===== config.mk =====
export PLATFORM = sky130hd
export DESIGN_NAME = uart_transmitter
export DESIGN_NICKNAME = d
export VERILOG_FILES = /design/src/rtl/uart_transmitter_pkg.sv /design/src/rtl/uart_transmitter_baud_controller.sv /design/src/rtl/uart_transmitter.sv
export SDC_FILE = /design/constraint.sdc
export NUM_CORES = 1
export LEC_CHECK = 0
export ABC_AREA = 1
export BUFFER_PORTS_ARGS = -buffer_cell sky130_fd_sc_hd__buf_2
export CAP_MARGIN = 0
export CORE_MARGIN = 2
export CORE_UTILIZATION = 48
export DETAILED_ROUTE_END_ITERATION = 10
export PLACE_DENSITY = 0.73
export SETUP_SLACK_MARGIN = 0.2
export SYNTH_ARGS = -nofsm -noshare
export SYNTH_HDL_FRONTEND = slang
export SYNTH_SLANG_ARGS = --single-unit
export TNS_END_PERCENT = 20

===== constraint.sdc =====
create_clock -name clk -period 1.7 [get_ports clk]
set_input_delay 0.17 -clock clk [delete_from_list [all_inputs] [get_ports clk]]
set_output_delay 0.17 -clock clk [all_outputs]
set_load 0.02 [all_outputs]

===== src/rtl/uart_transmitter_pkg.sv =====
// Shared UART transmit definitions: FSM encodings, frame constants, parity mode
// and the baud-code to tick-divisor table for the 50 MHz system clock.
package uart_transmitter_pkg;

    localparam int unsigned CLK_HZ          = 50_000_000;
    localparam int unsigned OVERSAMPLE_RATE = 16;
    localparam int unsigned FRAME_BITS      = 11;
    localparam int unsigned BAUD_CNT_W      = 14;

    typedef enum logic [3:0] {
        ST_IDLE   = 4'd0,
        ST_WAIT   = 4'd1,
        ST_START  = 4'd2,
        ST_DATA   = 4'd3,
        ST_PARITY = 4'd4,
        ST_STOP   = 4'd5
    } tx_state_t;

    typedef enum logic {
        PARITY_EVEN = 1'b0,
        PARITY_ODD  = 1'b1
    } parity_mode_t;

    localparam parity_mode_t PARITY_MODE = PARITY_EVEN;

    // Clocks per oversample tick: round(CLK_HZ / (16 * baud)).
    function automatic logic [BAUD_CNT_W-1:0] baud_divisor(input logic [2:0] sel);
        logic [BAUD_CNT_W-1:0] div;
        div = 14'd27;
        case (sel)
            3'd0:    div = 14'd10417;  // 300
            3'd1:    div = 14'd2604;   // 1200
            3'd2:    div = 14'd651;    // 4800
            3'd3:    div = 14'd326;    // 9600
            3'd4:    div = 14'd163;    // 19200
            3'd5:    div = 14'd81;     // 38400
            3'd6:    div = 14'd54;     // 57600
            default: div = 14'd27;     // 115200
        endcase
        return div;
    endfunction

    function automatic logic calc_parity(input logic [7:0] data, input parity_mode_t mode);
        return (mode == PARITY_ODD) ? ~(^data) : (^data);
    endfunction

endpackage


===== src/rtl/uart_transmitter_baud_controller.sv =====
// Free-running oversample tick generator: one-cycle sample_ENABLE pulse every
// baud_divisor(baud_select) clocks.
module baud_controller
    import uart_transmitter_pkg::*;
(
    input  logic       reset,
    input  logic       clk,
    input  logic [2:0] baud_select,
    output logic       sample_ENABLE
);

    logic [BAUD_CNT_W-1:0] count;
    logic [BAUD_CNT_W-1:0] last;

    assign last = baud_divisor(baud_select) - 14'd1;

    // >= rather than == so a lowered divisor can never strand the counter.
    always_ff @(posedge clk or posedge reset) begin
        if (reset) begin
            count         <= '0;
            sample_ENABLE <= 1'b0;
        end else if (count >= last) begin
            count         <= '0;
            sample_ENABLE <= 1'b1;
        end else begin
            count         <= count + 14'd1;
            sample_ENABLE <= 1'b0;
        end
    end

endmodule


===== src/rtl/uart_transmitter.sv =====
// UART transmitter: start, 8 data bits LSB first, even parity, stop; each bit
// held for OVERSAMPLE baud ticks. TxD, Tx_BUSY and Tx_DONE are registered.
module uart_transmitter
    import uart_transmitter_pkg::*;
#(
    parameter int unsigned OVERSAMPLE = OVERSAMPLE_RATE,
    parameter int unsigned DATA_BITS  = 8
) (
    input  logic       clk,
    input  logic       reset,
    input  logic [2:0] baud_select,
    input  logic       Tx_EN,
    input  logic       Tx_WR,
    input  logic [7:0] Tx_DATA,
    output logic       TxD,
    output logic       Tx_BUSY,
    output logic       Tx_DONE
);

    localparam int unsigned TW = $clog2(OVERSAMPLE);
    localparam int unsigned BW = $clog2(DATA_BITS);
    localparam logic [TW-1:0] TICK_LAST = TW'(OVERSAMPLE - 1);
    localparam logic [BW-1:0] BIT_LAST  = BW'(DATA_BITS - 1);

    logic            Tx_sample_ENABLE;
    tx_state_t       state;
    logic [TW-1:0]   tick_cnt;
    logic [BW-1:0]   bit_cnt;
    logic [7:0]      shift;
    logic            parity;

    baud_controller baud_controller_tx_instance (
        .reset         (reset),
        .clk           (clk),
        .baud_select   (baud_select),
        .sample_ENABLE (Tx_sample_ENABLE)
    );

    always_ff @(posedge clk or posedge reset) begin
        if (reset) begin
            state    <= ST_IDLE;
            TxD      <= 1'b1;
            Tx_BUSY  <= 1'b0;
            Tx_DONE  <= 1'b0;
            tick_cnt <= '0;
            bit_cnt  <= '0;
            shift    <= '0;
            parity   <= 1'b0;
        end else begin
            Tx_DONE <= 1'b0;
            case (state)
                ST_IDLE: begin
                    if (Tx_EN && Tx_WR) begin
                        shift   <= Tx_DATA;
                        parity  <= calc_parity(Tx_DATA, PARITY_MODE);
                        Tx_BUSY <= 1'b1;
                        state   <= ST_WAIT;
                    end
                end
                // Align the start bit to a tick boundary so every bit spans whole ticks.
                ST_WAIT: begin
                    if (Tx_sample_ENABLE) begin
                        state    <= ST_START;
                        TxD      <= 1'b0;
                        tick_cnt <= '0;
                    end
                end
                ST_START, ST_DATA, ST_PARITY, ST_STOP: begin
                    if (Tx_sample_ENABLE) begin
                        if (tick_cnt != TICK_LAST) begin
                            tick_cnt <= tick_cnt + 1'b1;
                        end else begin
                            tick_cnt <= '0;
                            case (state)
                                ST_START: begin
                                    state   <= ST_DATA;
                                    bit_cnt <= '0;
                                    TxD     <= shift[0];
                                end
                                ST_DATA: begin
                                    shift <= shift >> 1;
                                    if (bit_cnt == BIT_LAST) begin
                                        state <= ST_PARITY;
                                        TxD   <= parity;
                                    end else begin
                                        bit_cnt <= bit_cnt + 1'b1;
                                        TxD     <= shift[1];
                                    end
                                end
                                ST_PARITY: begin
                                    state <= ST_STOP;
                                    TxD   <= 1'b1;
                                end
                                default: begin
                                    state   <= ST_IDLE;
                                    TxD     <= 1'b1;
                                    Tx_BUSY <= 1'b0;
                                    Tx_DONE <= 1'b1;
                                end
                            endcase
                        end
                    end
                end
                default: begin
                    state   <= ST_IDLE;
                    TxD     <= 1'b1;
                    Tx_BUSY <= 1'b0;
                end
            endcase
        end
    end

endmodule


# After elaboration in Yosys (flattened, before gate mapping)
# Index checks and enable logic that the tools add are counted.
dict set report word_totals {
  ff_bits 38
  inputBits 15
  mem_bits_rw 0
  mem_bits_ro 0
  out_inout_bits 3
  latch_bits 0
  word_cells 91
  memories 0
}
dict set report classes {
  n_reduce_logical 16
  muxes 36
  n_eq_ne 21
  div 0
  n_addsub 4
  n_lt_le_gt_ge 1
  mul 0
  shifts 0
  bitwise_logic 3
}
# op n
set ops {}
lappend ops {{14-bit case mux with 7 select lines} 1}
lappend ops {{4-bit two-way mux} 8}
lappend ops {{8-bit two-way mux} 4}
lappend ops {{4-bit case mux with 3 select lines} 2}
lappend ops {{5-bit AND reduction} 4}
lappend ops {{8-bit case mux with 2 select lines} 1}
lappend ops {{14-bit by 1-bit adder with 14-bit output (second input constant)} 1}
lappend ops {{14-bit >= comparator} 1}
lappend ops {{14-bit two-way mux} 1}
lappend ops {{14-bit by 1-bit subtractor with 14-bit output (second input constant)} 1}
lappend ops {{1-bit two-way mux} 13}
lappend ops {{3-bit equality test (second input constant)} 4}
lappend ops {{2-bit != test (second input constant)} 5}
lappend ops {{4-bit by 2-bit equality test with 1-bit output (second input constant)} 2}
lappend ops {{4-bit by 3-bit equality test with 1-bit output (second input constant)} 2}
lappend ops {{4-bit case mux with 2 select lines} 1}
lappend ops {{8-bit XOR reduction} 1}
lappend ops {{3-bit by 2-bit equality test with 1-bit output (second input constant)} 2}
lappend ops {{1-bit case mux with 3 select lines} 2}
lappend ops {{3-bit case mux with 2 select lines} 1}
lappend ops {{2-bit nonzero test} 3}
lappend ops {{4-bit by 1-bit adder with 4-bit output (second input constant)} 1}
lappend ops {{4-bit by 1-bit equality test with 1-bit output (second input constant)} 1}
lappend ops {{4-bit logical NOT} 1}
lappend ops {{other kinds (15)} 18}

# Depth between registers and ports, before layout
# Gate-level depths: netlist of run 1.
dict set report logic_depth {
  ltp_word 6
  mapped_depth 18
  depth_no_buf 17
}

# Hierarchy
# A second synthesis of run 1 with hierarchy kept.
dict set report unflattened {
  hier_cells 376
  hier_area_um2 2762.6
}
# module cells_each seq_area_each_um2 n_inst area_each_um2
set by_module_without_submodules {}
lappend by_module_without_submodules {uart_transmitter 202 551.8 1 1468.9}
lappend by_module_without_submodules {baud_controller 174 375.4 1 1293.7}

# Worst setup path before layout of run 1
# Ideal clock, no wire load.
dict set report synth_timing {
  path_type {in2reg}
  startpoint {input port baud_select[2]}
  endpoint {register baud_controller_tx_instance.count[8]}
  arrival_ns 1.923
  path_buffers 1
  cell_stages 17
  slack_ns -0.343
  cell_sequence {inv_1 > o21ai_0 > inv_1 > ha_1 > nand2_1 > inv_1 > nand2_1 > nand2_1 > ha_1 > nand2_1 > nor2_1 > nand2_1 > nand3_1 > nand2_1 > nand3_1 > buf_4 > nor2_1}
}
dict set report synth_between {
  elab_chain_len 5
}
# element line_no
set synth_rtl {}
lappend synth_rtl {{start: declaration} uart_transmitter.sv:11} ;# input logic [2:0] baud_select,
lappend synth_rtl {{3-bit equality test, or another cell as far along} uart_transmitter_pkg.sv:30} ;# case (sel)
lappend synth_rtl {{14-bit case mux with 7 select lines *} uart_transmitter_pkg.sv:30}
lappend synth_rtl {{14-bit by 1-bit subtractor with 14-bit output *} uart_transmitter_baud_controller.sv:15} ;# assign last = baud_divisor(baud_select) - 14'd1;
lappend synth_rtl {{14-bit >= comparator *} uart_transmitter_baud_controller.sv:22} ;# end else if (count >= last) begin
lappend synth_rtl {{14-bit two-way mux *} uart_transmitter_baud_controller.sv:22}
lappend synth_rtl {{end signal: assignment} uart_transmitter_baud_controller.sv:26} ;# count <= count + 14'd1;
lappend synth_rtl {{end: declaration} uart_transmitter_baud_controller.sv:12} ;# logic [BAUD_CNT_W-1:0] count;
# Mark *: on every way between the ends. The rest lies on a longest branch, timed or not.
# A chain may end at the register's enable or synchronous reset.

# Final worst setup path of run 1
dict set report layout_timing {
  startpoint {input port baud_select[1]}
  endpoint {register baud_controller_tx_instance.count[11]}
}
# Same word-level chain as after synthesis.

==> results of run 1 <==
## cells by family after synthesis
group / synth area share (%)
mux: 0.387
xor+xnor: 6.10
fa+ha+maj: 9.20
buf+inv: 8.67
other cells: 0.145
simple gates: 31.9
compound gates: 7.75
flops: 35.9
## how the worst max path moves through the flow
stage                   startpoint                                     to  cells after the start
finish              baud_select[1]  baud_controller_tx_instance.count[11]                     16
CTS                 baud_select[2]   baud_controller_tx_instance.count[6]                     18
floorplan           baud_select[2]   baud_controller_tx_instance.count[4]                     17
global placement    baud_select[2]  baud_controller_tx_instance.count[11]                     17
detailed placement  baud_select[0]   baud_controller_tx_instance.count[2]                     19
global route        baud_select[1]  baud_controller_tx_instance.count[11]                     16
## final cells by class
type | count | area, µm² | share of cell area, %
multi-input combinational | 266 | 1750 | 50.6
inverter | 51 | 214 | 6.18
timing repair buffer | 47 | 389 | 11.2
tap | 70 | 87.6 | 2.53
clock buffer | 8 | 90.1 | 2.60
sequential | 37 | 930 | 26.9
## through the flow
step	worst slack (ps)	power, mW	util (%)	cell area, µm²	setup TNS, ps
after floorplan	-114	2.51	-	2610	-1120
after global placement	-302	2.82	56.7	2920	-4480
after CTS	-35.7	3.73	63.3	3250	-362
final	-86.9	3.96	67.3	3460	-764
after detailed placement	-420	2.86	56.7	2920	-6130
after global routing	-168	4.29	67.3	3460	-1870
## cells in the final DEF, fill, tap and decap left out, drive strengths merged, types with 3 or more instances in the layout
cell    instances
a21oi          11
o21ai          14
nand2         117
o211ai          3
ha             19
xor2           13
inv            51
nand3          22
nor2           40
xnor2           5
dfrtp          36
nand4           7
nor3            5
buf            46
clkbuf          8
## registers in the layout, indices dropped and copies added, names as in the netlist
register                                   count
Tx_DONE                                        1
parity                                         1
baud_controller_tx_instance.count             14
baud_controller_tx_instance.sample_ENABLE      1
Tx_BUSY                                        1
state                                          3
tick_cnt                                       4
TxD                                            1
shift                                          8
bit_cnt                                        3
## worst register-to-register path, stage by stage, from the launching register on
cell,delay [ps]
dfrtp_1,410
ha_1,300
nand2_1,100
nor2_4,170
nand2_1,70
nor2_1,130
nand2_2,90
nand3_4,120
buf_12,170
nor2_4,50
## layer usage
metal | vias to the layer above | wire length [µm] | GRT usage, % | share of wire [%]
met4 | 0 | 111 | 8.93 | 1.8
met2 | 46 | 2900 | 34.1 | 48
met5 | - | 0 | 0 | 0
met1 | 1133 | 2820 | 28.1 | 46
met3 | 11 | 261 | 5.00 | 4.3
li1 | 1237 | - | - | -
## power breakdown
part	switching [mW]	internal (mW)	leakage [nW]
Combinational	1.19	0.761	1.22
Clock	0.317	0.331	0.0455
Sequential	0.224	1.14	0.481
Total	1.73	2.23	1.74
## what timing repair did
action | 4_1_cts | 5_1_grt
hold buffers | 1 | 0
cloned | 1 | 0
resized for setup | 48 | 52
buffers inserted | 5 | 2
setup endpoints to repair | 25 | 35
hold endpoints to repair | 36 | 0
pin swaps | 12 | 30
==> flow_metrics.env, run 1 <==
export IMPL_drt_pre_antenna_iters=4
export IMPL_hp_class="in2reg"
export IMPL_drv_cap=0
export IMPL_path_cells="buf_12 > nand2_4 > nand2_4 > o21ai_4 > inv_2 > ha_4 > nand2_4 > nand3b_1 > nand2_2 > ha_4 > nand2_4 > nor2_2 > nand4_1 > nand3_4 > buf_12 > nor2_4"
export IMPL_status="finished with violations"
export IMPL_seq_area_frac_synth_pct=35.9
export IMPL_ant_nets=0
export IMPL_ff2ff_path_depth=9
export IMPL_timing_reg2reg_setup_slack_ps=-20
export IMPL_io_buffers=17
export IMPL_synth_warnings=0
export IMPL_drive_above_1_share_pct=31.5
export IMPL_synthTopCellsByArea="dfrtp_1 (35%), nand2_1 (16%), ha_1 (9.2%)"
export IMPL_path_delay_family="simple AND/OR/NAND/NOR gates"
export IMPL_failed_checks="negative setup slack"
export IMPL_critPathMaxFanout=8
export IMPL_viasPerCell=5.07
export IMPL_fmax_mhz=560
export IMPL_hold_slack_ps=173
export IMPL_coreArea_um2=5140
export IMPL_netlist_top_cells_count="nand2_1 (113), inv_1 (47), nor2_1 (37), dfrtp_1 (36), nand3_1 (22)"
export IMPL_synth_edf_count=0
export IMPL_crit_type="in2reg"
export IMPL_setup_worst_path_start_class="input pin"
export IMPL_finalCritPeriodShare_pct=105
export IMPL_cp_num_buf_inv=3
export IMPL_avgRoutedWirePerCell_um=12.7
export IMPL_fin_cells=479
export IMPL_synth_cells=356
export IMPL_track_usage_pct=21.4
export IMPL_drc=0
export IMPL_synthDistinctLibCells=32
export IMPL_synthFlopType="dfrtp_1"
export IMPL_die_w_um=77.4
export IMPL_r2r_end="baud_controller_tx_instance.count[11]"
export IMPL_finalSetupViolCount=14
export IMPL_cpPeakStageDelay_ps=280
export IMPL_rsz0062_at_grt="yes"
export IMPL_wl_mm=6.10
export IMPL_cts_tree="done"
export IMPL_worstPathArrival_ps=1970
export IMPL_min_to="shift[7]"
export IMPL_yosysMostFrequentCell="nand2_1"
export IMPL_finClkSkew_ps=8.92
export IMPL_finalWorstSetupSlack_ps=-86.9
export IMPL_clock_sinks=37
export IMPL_cp_end_kind="register"
export IMPL_r2r_start="baud_controller_tx_instance.count[13]"
export IMPL_area_delta_synth_final_pct=33.9
export IMPL_fin_nets=442
export IMPL_dieArea_um2=5990
export IMPL_cts_buffer_depth=2
export IMPL_syn_area_um2=2580
export IMPL_async_reset_ff_share_pct=100
export IMPL_ir_drop_v=0.000763
export IMPL_synthDominantAreaCellType="dfrtp_1"
export IMPL_worstHoldStart="Tx_DATA[7]"
export IMPL_synth_top_area_share_pct=34.9
export IMPL_clk_latency_ps=300
export IMPL_grt_overflow=0
export IMPL_place_hpwl_mm=3.87
export IMPL_io_pins=18
export IMPL_whs_path_depth=3
export IMPL_grt_pass1_vias=2420
export IMPL_antenna_cells=0
export IMPL_antenna_found_initial=0
export IMPL_p_per_area_nw_per_um2=1140
export IMPL_initial_utilization_pct=50.3
export IMPL_grt_pass1_wl_mm=10.4
export IMPL_nFillCells=388
export IMPL_avgSynthCellArea_um2=7.26
export IMPL_dieHeight_um=77.4
export IMPL_required_ps=1880
export IMPL_vias=2427
export IMPL_h_tree_depth=2
export IMPL_power_leakage_nw=1.74
export IMPL_hold_violations=0
export IMPL_cp_common_cell="nand2_4"
export IMPL_maxSlewViolCount=0
export IMPL_cts_root_buf="clkbuf_8"
export IMPL_drtIter0Drc=195
export IMPL_gp_congestion=0.840
export IMPL_grt_max_degree=38
export IMPL_num_rows=26
export IMPL_crit_slowest_cell="ha_4"
export IMPL_path_clk_slew_ps=70
export IMPL_dp_cells=462
export IMPL_period_needed_ps=1790
export IMPL_synth_seq_cells=37
export IMPL_cts_buffers=5
Note: power is estimated with default switching activity, not from simulation.
==> run 2: changes to the inputs <==
--- a/config.mk
+++ b/config.mk
@@ -11,7 +11,8 @@
 export CORE_MARGIN = 2
 export CORE_UTILIZATION = 48
 export DETAILED_ROUTE_END_ITERATION = 10
-export PLACE_DENSITY = 0.73
+export GPL_TIMING_DRIVEN = 0
+export PLACE_DENSITY = 0.75
 export SETUP_SLACK_MARGIN = 0.2
 export SYNTH_ARGS = -nofsm -noshare
 export SYNTH_HDL_FRONTEND = slang
==> constraint.sdc (replaced) <==
create_clock -name clk -period 1.5 [get_ports clk]
set_input_delay 0.15 -clock clk [delete_from_list [all_inputs] [get_ports clk]]
set_output_delay 0.15 -clock clk [all_outputs]
set_load 0.02 [all_outputs]
==> run 2 against run 1 <==
  * The run still ends with negative setup slack left
  * Critical path depth is 7 lower
  * Total power is 9.1% higher
  * Sequential power is 14% higher
==> flow_metrics.env, run 2 (same netlist as run 1, synthesis figures left out) <==
export IMPL_grt_pass1_wl_mm=10.1
export IMPL_r2r_end="baud_controller_tx_instance.count[8]"
export IMPL_worstPathArrival_ps=1990
export IMPL_ir_drop_v=0.000901
export IMPL_track_usage_pct=20.8
export IMPL_crit_type="reg2reg"
export IMPL_vias=2408
export IMPL_rsz0062_at_grt="yes"
export IMPL_finalSetupViolCount=15
export IMPL_place_hpwl_mm=3.91
export IMPL_drv_cap=0
export IMPL_h_tree_depth=2
export IMPL_cp_num_buf_inv=1
export IMPL_wl_mm=6.26
export IMPL_crit_slowest_cell="dfrtp_1"
export IMPL_setup_worst_path_start_class="register"
export IMPL_viasPerCell=5.20
export IMPL_path_delay_family="simple AND/OR/NAND/NOR gates"
export IMPL_fmax_mhz=563
export IMPL_cts_root_buf="clkbuf_8"
export IMPL_ff2ff_path_depth=9
export IMPL_clock_sinks=37
export IMPL_wl_met1_mm=2.72
export IMPL_required_ps=1710
export IMPL_timing_reg2reg_setup_slack_ps=-270
export IMPL_whs_path_depth=3
export IMPL_cts_buffers=5
export IMPL_num_rows=26
export IMPL_failed_checks="negative setup slack"
export IMPL_cpPeakStageDelay_ps=440
export IMPL_die_w_um=77.4
export IMPL_io_pins=18
export IMPL_path_cells="ha_1 > nand2_1 > nand2_1 > nand2_1 > nand2_1 > a21oi_2 > nand3_4 > buf_6 > nor2_4"
export IMPL_cp_common_cell="nand2_1"
export IMPL_critPathMaxFanout=5
export IMPL_maxSlewViolCount=0
export IMPL_wl_met3_um=268
export IMPL_worstHoldStart="Tx_DATA[4]"
export IMPL_drive_above_1_share_pct=28.2
export IMPL_gp_congestion=0.834
export IMPL_top_layer_used="met4"
export IMPL_multi_input_area_um2=1700
export IMPL_routed_wl_met2_mm=3.11
export IMPL_drtIter0Drc=137
export IMPL_drt_pre_antenna_iters=4
export IMPL_cp_end_kind="register"
export IMPL_place_ws_ps=-671
export IMPL_hold_violations=0
export IMPL_antenna_cells=0
export IMPL_hp_class="in2reg"
export IMPL_coreArea_um2=5140
export IMPL_grt_max_degree=25
export IMPL_p_per_area_nw_per_um2=1310
export IMPL_drc=0
export IMPL_p_total_mw=4.32
export IMPL_largest_register="baud_controller_tx_instance.count"
export IMPL_area_delta_synth_final_pct=27.7
export IMPL_largest_reg_flops=14
export IMPL_power_leakage_nw=1.65
export IMPL_seqCellArea_um2=931
export IMPL_finalWorstSetupSlack_ps=-275
export IMPL_top_regs="baud_controller_tx_instance.count: 14 flops, shift: 8 flops, tick_cnt: 4 flops"
export IMPL_finClkSkew_ps=7.62
export IMPL_layout_common_cells="nand2_1 (97), inv_1 (40), dfrtp_1 (33)"
export IMPL_cts_buffer_depth=2
export IMPL_cts_tree="done"
export IMPL_finalCritPeriodShare_pct=118
export IMPL_dieArea_um2=5990
export IMPL_min_to="shift[4]"
export IMPL_antenna_found_initial=0
export IMPL_layout_commonest_cell="nand2_1"
export IMPL_final_area_um2=3300
export IMPL_max_slew_margin_pct=59.3
export IMPL_grt_overflow=0
export IMPL_nFillCells=446
export IMPL_fin_nets=427
export IMPL_place_area_um2=2810
export IMPL_initial_utilization_pct=50.3
export IMPL_grt_pass1_vias=2281
export IMPL_ant_nets=0
export IMPL_period_needed_ps=1770
export IMPL_dieHeight_um=77.4
export IMPL_r2r_start="baud_controller_tx_instance.count[7]"
export IMPL_io_buffers=17
export IMPL_status="finished with violations"
export IMPL_path_clk_slew_ps=70
export IMPL_worstMarginPinSlew_ps=609
export IMPL_avgRoutedWirePerCell_um=13.5
export IMPL_clk_latency_ps=280
## run 2: changes by cell type in the layout (fill, tap and decap cells not counted), sizes merged
cell / change
buf: -15
clkbuf: -1
## run 2: what timing repair did
item,4_1_cts,5_1_grt
hold buffers,1,0
hold endpoints to repair,12,0
gates cloned,1,0
pin swaps,18,18
buffers inserted,8,1
resized for setup,48,39
endpoints found under the setup margin,35,37
## run 2: final cells by class
cell class / count / share of cell area [%]
multi-input combinational: 266 / 51.4
sequential: 37 / 28.2
timing repair buffer: 29 / 7.59
inverter: 51 / 6.34
tap: 70 / 2.66
clock buffer: 7 / 2.62
buffer: 3 / 1.14
## run 2: per-stage QoR
step | hold WS (ps) | TNS [ps] | util [%] | instances
after global routing | 196 | -5350 | 64.2 | 463
after global placement | 452 | -8730 | 54.1 | 444
after detailed placement | 254 | -9160 | 54.6 | 445
after floorplan | 299 | -3760 | - | 357
final | 167 | -3720 | 64.2 | 463
after CTS | 156 | -2520 | 61.2 | 462
## run 2: how the worst max path moves through the flow
stage,endpoint,slack [ps],cells after the start,startpoint
floorplan,baud_controller_tx_instance.count[4],-290,17,baud_select[2]
global placement,baud_controller_tx_instance.count[5],-640,17,baud_select[2]
detailed placement,baud_controller_tx_instance.count[11],-670,19,baud_select[0]
CTS,baud_controller_tx_instance.count[10],-190,18,baud_select[2]
global route,baud_controller_tx_instance.count[10],-360,9,baud_controller_tx_instance.count[7]
finish,baud_controller_tx_instance.count[8],-270,9,baud_controller_tx_instance.count[7]
## run 2: metal layers
layer / track usage, % / vias to the layer above
met5: 0 / -
met4: 7.50 / 0
met3: 4.07 / 16
met2: 34.8 / 68
met1: 26.9 / 1123
li1: - / 1201
## run 2: worst min-delay path: stages
cell,delay [ps]
buf_2,120
o211ai_2,90
nand2_1,50
## run 2: power by group
part | internal [mW] | switching, mW
logic | 0.811 | 1.27
clock network | 0.364 | 0.323
registers | 1.29 | 0.263
total | 2.46 | 1.86
